### config.mk
export PLATFORM = sky130hd
export DESIGN_NAME = blink_sequencer
export DESIGN_NICKNAME = d
export VERILOG_FILES = /design/src/rtl/blink_seq_pkg.sv /design/src/rtl/blink_prescaler.sv /design/src/rtl/blink_sequencer.sv
export SDC_FILE = /design/constraint.sdc
export NUM_CORES = 1
export LEC_CHECK = 0
export BUFFER_PORTS_ARGS = -buffer_cell sky130_fd_sc_hd__buf_2
export CELL_PAD_IN_SITES_DETAIL_PLACEMENT = 1
export CELL_PAD_IN_SITES_GLOBAL_PLACEMENT = 1
export CORE_MARGIN = 1.5
export CORE_UTILIZATION = 35
export DETAILED_ROUTE_END_ITERATION = 16
export PLACE_DENSITY_LB_ADDON = 0.1
export SLEW_MARGIN = 15
export SYNTH_ARGS = -nofsm -noshare
export SYNTH_HDL_FRONTEND = slang
export SYNTH_HIERARCHICAL = 1
export SYNTH_SLANG_ARGS = --single-unit
### constraint.sdc
create_clock -name clk -period 3.09 [get_ports clk]
set_input_delay 0.1545 -clock clk [delete_from_list [all_inputs] [get_ports clk]]
set_output_delay 0.1545 -clock clk [all_outputs]
set_load 0.01 [all_outputs]
### src/rtl/blink_seq_pkg.sv
`default_nettype none
// ============================================================================
// Module   : blink_seq_pkg
// Purpose  : Shared types, constants and helpers for the blink sequencer:
//            FSM state encoding, prescaler/gap counter width helpers and the
//            round-robin pick function used by the requester arbiter.
// Ports    : (package, none)
// Revision : 1.0 - initial release
// ============================================================================
package blink_seq_pkg;

  // FSM state encoding. The enum documents the encoding; the localparams are
  // the constants the sequencer register actually uses.
  typedef enum logic [1:0] {
    ST_IDLE = 2'd0,
    ST_ON   = 2'd1,
    ST_OFF  = 2'd2,
    ST_GAP  = 2'd3
  } state_e;

  localparam logic [1:0] S_IDLE = 2'd0;
  localparam logic [1:0] S_ON   = 2'd1;
  localparam logic [1:0] S_OFF  = 2'd2;
  localparam logic [1:0] S_GAP  = 2'd3;

  // Largest supported requester count; the arbiter works on this width.
  localparam int MAX_REQ = 8;

  // Prescaler width: $clog2(HALF_PERIOD), never narrower than one bit.
  function automatic int presc_width(input int half_period);
    return (half_period > 1) ? $clog2(half_period) : 1;
  endfunction

  // Gap half-period counter width, never narrower than one bit.
  function automatic int gap_width(input int gap_halves);
    return (gap_halves > 1) ? $clog2(gap_halves) : 1;
  endfunction

  // Widths for the default configuration (HALF_PERIOD=50e6, GAP_HALVES=2).
  localparam int PRESC_W_DEFAULT = presc_width(50000000);
  localparam int GAP_W_DEFAULT   = gap_width(2);

  // Round-robin pick: first set bit of req searching upward from ptr,
  // wrapping at nreq. Caller qualifies the result with |req.
  function automatic logic [2:0] rr_pick(input logic [MAX_REQ-1:0] req,
                                         input logic [2:0]         ptr,
                                         input int                 nreq);
    logic [2:0] pick;
    logic       found;
    int         idx;
    pick  = '0;
    found = 1'b0;
    for (int k = 0; k < MAX_REQ; k++) begin
      idx = (int'(ptr) + k) % nreq;
      if (!found && (k < nreq) && req[idx[2:0]]) begin
        pick  = idx[2:0];
        found = 1'b1;
      end
    end
    return pick;
  endfunction

endpackage
`default_nettype wire

### src/rtl/blink_prescaler.sv
`default_nettype none
// ============================================================================
// Module   : blink_prescaler
// Purpose  : Half-period prescaler. Counts 0..HALF_PERIOD-1 while enabled and
//            flags the terminal count.
// Ports    : clk   - system clock
//            rst_n - synchronous active-low reset
//            clr   - synchronous clear (wins over en)
//            en    - count enable
//            tc    - terminal count (count == HALF_PERIOD-1 while enabled)
// Revision : 1.0 - initial release
// ============================================================================
module blink_prescaler
  import blink_seq_pkg::*;
#(
  parameter int HALF_PERIOD = 50000000
) (
  input  logic clk,
  input  logic rst_n,
  input  logic clr,
  input  logic en,
  output logic tc
);

  localparam int             CW     = presc_width(HALF_PERIOD);
  localparam logic [CW-1:0]  TC_VAL = CW'(HALF_PERIOD - 1);

  logic [CW-1:0] r_cnt;

  always_ff @(posedge clk) begin
    if (!rst_n) begin
      r_cnt <= '0;
    end else if (clr) begin
      r_cnt <= '0;
    end else if (en) begin
      r_cnt <= (r_cnt == TC_VAL) ? '0 : r_cnt + 1'b1;
    end
  end

  assign tc = en && (r_cnt == TC_VAL);

endmodule
`default_nettype wire

### src/rtl/blink_sequencer.sv
`default_nettype none
// ============================================================================
// Module   : blink_sequencer
// Purpose  : Shared-LED blink-code controller. A round-robin arbiter grants
//            the LED to one requester, which then shows N pulses (one
//            half-period ON, one half-period OFF each) followed by a gap.
// Ports    : clk       - system clock, all logic on posedge
//            rst_n     - synchronous active-low reset
//            req       - [NREQ] level request per requester
//            blink_cnt - [NREQ*CNT_W] pulse count, field i = [i*CNT_W +: CNT_W]
//            gnt       - [NREQ] one-hot grant, zero when idle
//            done      - [NREQ] one-cycle completion pulse
//            busy      - high while not idle
//            led       - registered LED drive
// Options  : BLINK_HEARTBEAT_EN - idle heartbeat (led toggles every
//            2*HALF_PERIOD cycles while idle)
// Revision : 1.0 - initial release
// ============================================================================
module blink_sequencer
  import blink_seq_pkg::*;
#(
  parameter int NREQ        = 4,
  parameter int HALF_PERIOD = 50000000,
  parameter int GAP_HALVES  = 2,
  parameter int CNT_W       = 4
) (
  input  logic                  clk,
  input  logic                  rst_n,
  input  logic [NREQ-1:0]       req,
  input  logic [NREQ*CNT_W-1:0] blink_cnt,
  output logic [NREQ-1:0]       gnt,
  output logic [NREQ-1:0]       done,
  output logic                  busy,
  output logic                  led
);

  localparam int               GAP_W    = gap_width(GAP_HALVES);
  localparam logic [GAP_W-1:0] GAP_LAST = GAP_W'(GAP_HALVES - 1);
  localparam logic [2:0]       PTR_LAST = 3'(NREQ - 1);

  logic [1:0]         r_state;
  logic [NREQ-1:0]    r_gnt;
  logic [NREQ-1:0]    r_done;
  logic [2:0]         r_idx;
  logic [2:0]         r_ptr;
  logic [CNT_W-1:0]   r_rem;
  logic [GAP_W-1:0]   r_gap;
  logic               r_led;

  logic [MAX_REQ-1:0] w_req_ext;
  logic [2:0]         w_pick;
  logic [NREQ-1:0]    w_onehot;
  logic [CNT_W-1:0]   w_pick_cnt;
  logic               w_any;
  logic               w_held;
  logic               w_tc;
  logic               w_idle;
  logic               w_start;
  logic               w_gap_end;
  logic               w_to_idle;
  logic               w_clr;
  logic               w_en;
  logic [2:0]         w_next_ptr;

  // ---------------------------------------------------------------- arbiter
  always_comb begin
    w_req_ext           = '0;
    w_req_ext[NREQ-1:0] = req;
  end

  assign w_pick     = rr_pick(w_req_ext, r_ptr, NREQ);
  assign w_any      = |req;
  assign w_pick_cnt = blink_cnt[int'(w_pick)*CNT_W +: CNT_W];

  always_comb begin
    w_onehot = '0;
    for (int i = 0; i < NREQ; i++) begin
      w_onehot[i] = (w_pick == 3'(i));
    end
  end

  // Granted requester still asserting; r_gnt is one-hot so a mask suffices.
  assign w_held     = |(req & r_gnt);
  assign w_next_ptr = (r_idx == PTR_LAST) ? 3'd0 : r_idx + 3'd1;

  // ------------------------------------------------------------- prescaler
  assign w_idle    = (r_state == S_IDLE);
  assign w_start   = w_idle && w_any;
  assign w_gap_end = (r_state == S_GAP) && w_tc && (r_gap == GAP_LAST);
  assign w_to_idle = !w_idle && (!w_held || w_gap_end);

`ifdef BLINK_HEARTBEAT_EN
  // Free-running in idle; restarted on grant and on return to idle so the
  // heartbeat phase always begins at zero.
  assign w_en  = 1'b1;
  assign w_clr = w_start || w_to_idle;
`else
  assign w_en  = !w_idle;
  assign w_clr = w_idle || w_to_idle;
`endif

  blink_prescaler #(
    .HALF_PERIOD (HALF_PERIOD)
  ) u_presc (
    .clk   (clk),
    .rst_n (rst_n),
    .clr   (w_clr),
    .en    (w_en),
    .tc    (w_tc)
  );

`ifdef BLINK_HEARTBEAT_EN
  // Idle half-period parity: led toggles on every second terminal count.
  logic r_hb_half;

  always_ff @(posedge clk) begin
    if (!rst_n || w_clr) begin
      r_hb_half <= 1'b0;
    end else if (w_idle && w_tc) begin
      r_hb_half <= ~r_hb_half;
    end
  end
`endif

  // ------------------------------------------------------------------- FSM
  always_ff @(posedge clk) begin
    if (!rst_n) begin
      r_state <= S_IDLE;
      r_gnt   <= '0;
      r_done  <= '0;
      r_idx   <= '0;
      r_ptr   <= '0;
      r_rem   <= '0;
      r_gap   <= '0;
      r_led   <= 1'b0;
    end else begin
      r_done <= '0;
      if (w_idle) begin
        if (w_any) begin
          r_gnt <= w_onehot;
          r_idx <= w_pick;
          r_rem <= w_pick_cnt;
          r_gap <= '0;
          // A zero-pulse code goes straight to the gap with the LED dark.
          if (w_pick_cnt == '0) begin
            r_state <= S_GAP;
            r_led   <= 1'b0;
          end else begin
            r_state <= S_ON;
            r_led   <= 1'b1;
          end
        end
`ifdef BLINK_HEARTBEAT_EN
        else if (w_tc && r_hb_half) begin
          r_led <= ~r_led;
        end
`endif
      end else if (!w_held) begin
        // Abort: requester withdrew; release without a done pulse.
        r_state <= S_IDLE;
        r_gnt   <= '0;
        r_led   <= 1'b0;
        r_ptr   <= w_next_ptr;
      end else if (w_tc) begin
        case (r_state)
          S_ON: begin
            r_state <= S_OFF;
            r_led   <= 1'b0;
          end
          S_OFF: begin
            if (r_rem > CNT_W'(1)) begin
              r_rem   <= r_rem - 1'b1;
              r_state <= S_ON;
              r_led   <= 1'b1;
            end else begin
              r_state <= S_GAP;
              r_gap   <= '0;
            end
          end
          default: begin
            if (r_gap == GAP_LAST) begin
              r_state <= S_IDLE;
              r_done  <= r_gnt;
              r_gnt   <= '0;
              r_ptr   <= w_next_ptr;
            end else begin
              r_gap <= r_gap + 1'b1;
            end
          end
        endcase
      end
    end
  end

  assign gnt  = r_gnt;
  assign done = r_done;
  assign busy = !w_idle;
  assign led  = r_led;

endmodule
`default_nettype wire

# After elaboration in Yosys (flattened, before gate mapping)
# Cells that the tools add are included.
# op_classes
addsub	7
n_lt_le_gt_ge	5
eq_ne	20
shifts	1
n_mux	55
n_bitwise	9
reduce_logical	36
# ops
op	count
4-bit 2-to-1 mux	12
26-bit by 1-bit adder with 26-bit output (second input constant)	1
26-bit == test (second input constant)	1
2-bit 2-to-1 mux	13
26-bit 2-to-1 mux	1
1-bit 2-to-1 mux	19
16-bit by 6-bit variable part select with 4-bit output	1
3-bit by 4-bit less-than comparator with 1-bit output (second input constant)	3
4-bit AND reduction	3
5-bit AND reduction	2
2-bit OR reduction	5
1-bit binary-select mux with 3-bit select	3
3-bit by 2-bit == test with 1-bit output (second input constant)	3
3-bit 2-to-1 mux	3
2-bit inequality test (second input constant)	4
2-bit nonzero test	4
4-bit OR reduction	2
1-bit logical AND	7
7-bit OR reduction	1
3-bit by 2-bit inequality test with 1-bit output (second input constant)	2
1-bit zero test	5
5-bit by 2-bit inequality test with 1-bit output (second input constant)	1
1-bit inverter	5
2-bit by 1-bit adder with 2-bit output (second input constant)	2
24 further kinds	30
# word_totals
regBits	47
output_inout_bits	10

# Depth between registers and ports, before layout
# Gate-level depths: netlist (run 1).
# depth
depth_word	18
mapped_depth	14
ltp_nobuf	12

# Hierarchy
# The synthesis (run 1) kept the hierarchy.
# modules_own_cells
module	n_inst	cells_each	area_each_um2	seq_area_each_um2
blink_sequencer	1	159	1285.0	400.4
blink_prescaler	1	144	1262.5	520.5

# Least setup slack after synthesis (run 1)
# No wires, ideal clock.
# synth_timing
kind	register -> register
startpoint	register r_state[0]
endpoint	register u_presc.r_cnt[0]
setup_time_ns	0.117
arrival_time_ns	2.564
slack_ns	0.409
stages_incl_launch_ff	15
path_buffers	3
synth_period_minus_slack_ns	2.681
cell_sequence	dfxtp_1 > inv_1 > ha_1 > buf_2 > clkinv_1 > and3_1 > nand4_1 > nor3_1 > clkbuf_1 > nand3_1 > nand2_1 > and2b_2 > o31ai_1 > buf_2 > nor2_1
# synth_between
elab_chain_len	9
word_cells_on_any_way	10
cone_classes	1 x eq/ne; 9 x reduce/logical
# synth_lines
item	line	rtl
start, declared	blink_sequencer.sv:41	logic [1:0] r_state;
start signal, assigned	blink_sequencer.sv:128	r_state <= S_IDLE;
start signal, assigned	blink_sequencer.sv:146	r_state <= S_GAP;
start signal, assigned	blink_sequencer.sv:149	r_state <= S_ON;
2-bit zero test	blink_sequencer.sv:87	assign w_idle = (r_state == S_IDLE);
1-bit zero test	n/a	
via busy	blink_sequencer.sv:33	output logic busy,
1-bit logical AND	blink_prescaler.sv:40	assign tc = en && (r_cnt == TC_VAL);
via w_tc	blink_sequencer.sv:56	logic w_tc;
1-bit logical AND (2 in series)	blink_sequencer.sv:89	assign w_gap_end = (r_state == S_GAP) && w_tc && (r_gap == GAP_LAST);
1-bit logical OR	blink_sequencer.sv:90	assign w_to_idle = !w_idle && (!w_held || w_gap_end);
1-bit logical AND	blink_sequencer.sv:90	
1-bit logical OR	blink_sequencer.sv:99	assign w_clr = w_idle || w_to_idle;
via w_clr	blink_sequencer.sv:61	logic w_clr;
2-bit OR reduction (no line)	n/a	
end signal, assigned	blink_prescaler.sv:36	r_cnt <= (r_cnt == TC_VAL) ? '0 : r_cnt + 1'b1;
end, declared	blink_prescaler.sv:28	logic [CW-1:0] r_cnt;
# The timed path passes the listed nets, and every way through them passes these cells.
# A chain may end at the register's enable or synchronous reset.

# Worst setup path after layout (run 1)
# layout_timing
startpoint	register r_state[0]
endpoint	register u_presc.r_cnt[7]
# layout_between
elab_chain_len	9
word_cells_on_any_way	10
cone_classes	1 x eq/ne; 9 x reduce/logical
# layout_lines
item	line	rtl
2-bit zero test	blink_sequencer.sv:87	
1-bit zero test	blink_sequencer.sv:98	assign w_en = !w_idle;
1-bit logical AND	blink_prescaler.sv:40	
via w_tc	blink_sequencer.sv:56	
1-bit logical AND (2 in series)	blink_sequencer.sv:89	
1-bit logical OR	blink_sequencer.sv:90	
1-bit logical AND	blink_sequencer.sv:90	
1-bit logical OR	blink_sequencer.sv:99	
via w_clr	blink_sequencer.sv:61	
2-bit OR reduction (no line)	n/a	
# The timed path passes the listed nets, and every way through them passes these cells.

==> results of run 1 <==
layout make-up:
type | count | area [um^2]
Timing Repair Buffer | 38 | 208
Sequential cell | 46 | 921
Inverter | 14 | 52.6
Multi-Input combinational cell | 233 | 1510
Clock inverter | 2 | 37.5
Clock buffer | 6 | 72.6
Tap cell | 96 | 120
Fill cell | 882 | 3990
synthesized netlist by cell type, types with 2 or more instances:
library cell / count / area share (%)
ha_1: 10 / 4.9
or4_1: 6 / 1.8
o21ai_1: 2 / 0.39
nand4_2: 2 / 0.98
nand4_1: 12 / 2.9
a22oi_1: 4 / 1.2
o21ai_0: 14 / 2.8
a21oi_1: 25 / 4.9
nor4_1: 2 / 0.49
nor2b_1: 6 / 1.5
o221a_2: 2 / 0.88
clkbuf_1: 3 / 0.44
xor2_1: 6 / 2.1
mux2_2: 2 / 0.88
and4_1: 2 / 0.69
and4_2: 2 / 0.79
and2_1: 8 / 2.0
mux2i_1: 7 / 2.8
nand2b_1: 4 / 0.98
a21boi_0: 3 / 0.88
and3_1: 3 / 0.74
nor3_1: 5 / 0.98
or3_1: 6 / 1.5
buf_2: 3 / 0.59
buf_6: 2 / 0.88
dfxtp_1: 46 / 36
nand2_1: 22 / 3.2
xnor2_1: 6 / 2.1
nand3_1: 9 / 1.8
nor2_1: 33 / 4.9
inv_1: 12 / 1.8
a31oi_1: 3 / 0.74
o31ai_1: 9 / 2.7
a21o_1: 2 / 0.59
mux2_4: 2 / 1.2
report_power, final:
| group | internal (W) | switching (W) |
|---|---|---|
| Clock | 0.000242 | 0.000215 |
| Sequential | 0.000631 | 0.0000356 |
| Combinational | 0.000170 | 0.000230 |
| Total | 0.00104 | 0.000481 |
worst max-delay path by stage:
stage                                    endpoint  depth (start not counted)  slack, ps
floorplan           u_presc/r_cnt[0]$_SDFFE_PP0P_                         14        410
global placement    u_presc/r_cnt[7]$_SDFFE_PP0P_                         13        670
detailed placement  u_presc/r_cnt[7]$_SDFFE_PP0P_                         13        540
CTS                 u_presc/r_cnt[7]$_SDFFE_PP0P_                         13        510
global route        u_presc/r_cnt[8]$_SDFFE_PP0P_                         13        260
finish              u_presc/r_cnt[7]$_SDFFE_PP0P_                         13        540
stage by stage:
step | hold slack, ps | setup WS, ps | instances | instance area, um^2
final | 249 | 540 | 435 | 2920
after global routing | 253 | 257 | 435 | 2920
after CTS | 243 | 510 | 435 | 2920
after detailed placement | 483 | 536 | 427 | 2810
after global placement | 465 | 670 | 427 | 2810
after floorplan | 312 | 409 | 303 | 2550
critical path: stages, from the launching register on:
cell and delay (ps):
dfxtp_1 400, inv_1 100, ha_1 220, clkinv_1 60, and3_1 210, nand4_1 160, nor3_1 230, buf_4 170
nand3_1 70, nand2_1 90, and2b_2 220, o31ai_2 100, buf_4 330, nor2_1 80
sequential cells by signal, summed over array words and instances, names as in the netlist:
register	count
r_rem	4
r_state	2
led	1
r_idx	2
gnt	4
r_gap	1
u_presc/r_cnt	26
r_ptr	2
done	4
per-layer routing:
layer  up-vias  wire, um  track usage [%]
li1       1165         -                -
met1      1086      3280             25.9
met2        29      2770             27.8
met3         2       174             2.80
met4         0        33             3.84
met5         -         0                0
logic make-up after synthesis:
family,count (synthesis),share of synthesized area (%)
flip-flops,46,36.1
AND/OR/NAND/NOR,127,26.8
buffers and inverters,24,4.81
AO/OA/AOI/OAI,73,18.4
adder cells (fa/ha/maj),10,4.91
XOR/XNOR,12,4.13
multiplexers,11,4.81
==> results.cfg, run 1 <==
[status]
status = finished clean

[layout]
drive_gt1_share_pct = 18.0
num_antenna_cells = 0
utilization_pct = 42.3
final_cell_mix = 46 x dfxtp_1, 33 x nor2_1, 31 x buf_2
final_nets = 370
area.growth.synth_to_final_pct = 14.6
final_common_cell = dfxtp_1

[global_route]
grt_max_degree = 22
first_global_vias = 2251
grt_pass1_wl_um = 11000
antenna_found_initial = 0
grt_usage_pct = 17.8
gr-total-overflow = 0

[routing]
drt-pass1-iter-count = 4
wl_per_cell_um = 14.4
wirelength_um = 6260
drt_iter0_drc = 63
vias = 2282
post-route-drc-count = 0
routed_via_density = 5.25
drtAntennaViolNets = 0

[floorplan]
rows = 30
pin_count = 32
die_area_um2 = 7800
die_h_um = 88.3
start_util_pct = 36.9
core-area_um2 = 6910
die_w_um = 88.3

[hold_path]
min_path_cells = 4
hp-start = blink_cnt[7]
worstHoldEndpoint = r_state[1]$_SDFFE_PN0P_
hold_class = input pin to flop

[timing]
max_slew_margin_pct = 66.1
final_max_slew_viol_count = 0
fin_crit_sh_pct = 82.5
min_period_ps = 2550
hold_violations = 0
setup_viol = 0
clock.fmax_ghz = 0.392
skew_ps = 8.27
worstMarginPinSlew_ps = 504
rsz0062_at_grt = no
tns_ps = 0

[setup_path]
crit_fanout = 21
worstPathArrival_ps = 2730
worst_r2r_path_depth = 13
ff2ff_setup_slack_ps = 540
crit_path_start_kind = flop
critPathLaunch = r_state[0]$_SDFFE_PN0P_
crit_required_ps = 3270
path_class = flop to flop
r2r-start = r_state[0]$_SDFFE_PN0P_
end_kind = flop
r2r_end = u_presc/r_cnt[7]$_SDFFE_PP0P_

[placement]
port_buffers = 31
gp_congestion = 0.769
dp_hpwl_um = 4740

[logic_synthesis]
netlist_instances = 303
synth.distinct_cells = 53
synthesis.nets = 335
yosysSeqAreaShare_pct = 36.1
synth-seq-cells = 46
syn_area_um2 = 2550
synth_ff_type = dfxtp_1
async_reset_ff_share_pct = 0
syn_avg_cell_area_um2 = 8.41
synth_edf_count = 0
yosysWarnings = 6

[clocking]
cts_hold_buf = 0
cts_buffers = 5
ctsResizeCount = 0
root_buffer = clkbuf_8
cts_max_level = 2
cts_setup_buffers = 0
cts_sinks = 46
clkTransAtPathRegs_ps = 90
cts_tree = done
clk_latency_ps = 300
clk_path_buf_depth = 2

[power_and_ir_drop]
p_leak_nw = 1.09
p_total_w = 0.00152
p_per_area_nw_per_um2 = 522
ir_drop_mv = 0.278

[run]
maxCapViolations = 0
Note: power is estimated with default switching activity, not from simulation.
==> inputs of run 2 (changes only) <==
Clock period 3.09 ns to 2.2 ns, I/O delays scaled along.
==> run 2 against run 1 <==
Effect of this change: non-clock buffer count is 26 higher; count of clock-buffer cells in the layout grew 1; final cell count is 6.2% higher; sequential share of layout area fell by 2.9 points; die area is the same; clock power up 18%; via count grew 7.2%; clock skew is 0.82 ps higher; design area rose by 10%; power increased by 42%; sequential cell count stayed put.
==> results.cfg, run 2 (same netlist as run 1, synthesis figures left out) <==
[floorplan]
pin_count = 32
core-area_um2 = 6910
die_h_um = 88.3
die_w_um = 88.3
die_area_um2 = 7800
start_util_pct = 36.9
rows = 30

[layout]
final_nets = 397
regMostFlops = u_presc/r_cnt
area.growth.synth_to_final_pct = 26.6
num_antenna_cells = 0
largest_reg_flops = 26
stdcell_count = 462
final_common_cell = dfxtp_1
final_cell_mix = 44 x dfxtp_1, 33 x nor2_1, 31 x buf_2
drive_gt1_share_pct = 29.0
num-fill-cells = 881

[timing]
hold_violations = 0
tns_ps = 0
skew_ps = 9.08
min_period_ps = 2080
max_slew_margin_pct = 61.0
clock.fmax_ghz = 0.481
final_max_slew_viol_count = 0
rsz0062_at_grt = yes
worstMarginPinSlew_ps = 579
fin_crit_sh_pct = 94.5
setup_viol = 0

[power_and_ir_drop]
p_leak_nw = 1.24
p_per_area_nw_per_um2 = 670
ir_drop_mv = 0.395

[placement]
port_buffers = 31
dp_cells = 451
gp_congestion = 0.797
dp_hpwl_um = 4970

[routing]
routed_via_density = 5.29
drt-pass1-iter-count = 4
drtAntennaViolNets = 0
wirelength_um = 6750
vias = 2446
drt_iter0_drc = 81
post-route-drc-count = 0
wl_per_cell_um = 14.6

[setup_path]
r2r_end = u_presc/r_cnt[25]$_SDFFE_PP0P_
cp-endpoint = u_presc/r_cnt[25]$_SDFFE_PP0P_
critPathLaunch = r_state[1]$_SDFFE_PN0P_
ff2ff_setup_slack_ps = 120
end_kind = flop
worst_r2r_path_depth = 8
crit_required_ps = 2440
r2r-start = r_state[1]$_SDFFE_PN0P_
path_class = flop to flop
worstPathArrival_ps = 2320
crit_path_start_kind = flop
crit_fanout = 7

[clocking]
cts_buffers = 5
clk_latency_ps = 290
cts_tree = done
clk_path_buf_depth = 2
cts_sinks = 46
clkTransAtPathRegs_ps = 90
cts_hold_buf = 0
cts_max_level = 2
root_buffer = clkbuf_8

[global_route]
antenna_found_initial = 0
first_global_vias = 2382
grt_pass1_wl_um = 11200
grt_usage_pct = 18.2
gr-total-overflow = 0
grt_max_degree = 25

[status]
status = finished clean

[run]
maxCapViolations = 0

[hold_path]
hold_class = input pin to flop
-- run 2: how the worst min path moves through the flow --
stage / startpoint / to / slack, ps / depth (start not counted)
global route: blink_cnt[7] / r_state[1]$_SDFFE_PN0P_ / 220 / 4
finish: blink_cnt[7] / r_state[1]$_SDFFE_PN0P_ / 210 / 4
CTS: blink_cnt[7] / r_state[1]$_SDFFE_PN0P_ / 200 / 4
global placement: r_idx[1]$_SDFFE_PN0P_ / r_idx[1]$_SDFFE_PN0P_ / 460 / 2
detailed placement: r_idx[1]$_SDFFE_PN0P_ / r_idx[1]$_SDFFE_PN0P_ / 480 / 2
floorplan: rst_n / u_presc/r_cnt[10]$_SDFFE_PP0P_ / 270 / 2
-- run 2: report_power, final --
part	total (W)	internal (W)	leakage, nW	switching [W]
Combinational	0.000690	0.000322	0.820	0.000368
Clock	0.000537	0.000254	0.0482	0.000283
Sequential	0.000935	0.000888	0.374	0.0000466
-- run 2: final cells by class --
class                      instances  area, um^2  share of cell area, %
tap                               96         120                   3.73
clock buffer                       7        86.3                   2.68
inverter                          14        65.1                   2.02
sequential                        46         923                   28.6
multi-input combinational        234        1600                   49.7
clock inverter                     1        5.00                  0.155
timing repair buffer              64         423                   13.1
-- run 2: repair_timing --
item	in CTS	in global routing
gates resized for setup	2	16
hold endpoints to repair	0	0
setup buffers	0	2
endpoints found under the setup margin	2	33
pin swaps	0	6
cloned	0	1
-- run 2: routing by layer --
layer / vias up / global-route usage, % / share of wire (%)
li1: 1227 / - / -
met1: 1180 / 26.0 / 51
met2: 37 / 28.8 / 44
met3: 2 / 2.99 / 3.7
met4: 0 / 4.12 / 0.49
met5: - / 0 / 0
-- run 2: worst max-delay path, cell delays in order (launching register included) --
cell	delay, ps
dfxtp_2	340
inv_2	60
ha_4	180
clkinv_8	50
buf_12	90
nand4_4	90
or4_4	610
or4_4	500
a21oi_2	120
-- run 2: stage by stage --
| step | setup slack [ps] | hold WS, ps | instance area, um^2 | util, % | power [W] |
|---|---|---|---|---|---|
| after CTS | 15.2 | 196 | 3140 | 45.5 | 0.00213 |
| after global routing | -61.0 | 223 | 3220 | 46.7 | 0.00230 |
| after floorplan | -9.01 | 268 | 2630 | - | 0.00140 |
| final | 120 | 209 | 3220 | 46.7 | 0.00216 |
| after detailed placement | -37.6 | 485 | 3040 | 44.0 | 0.00158 |
| after global placement | 26.9 | 465 | 3040 | 44.0 | 0.00157 |
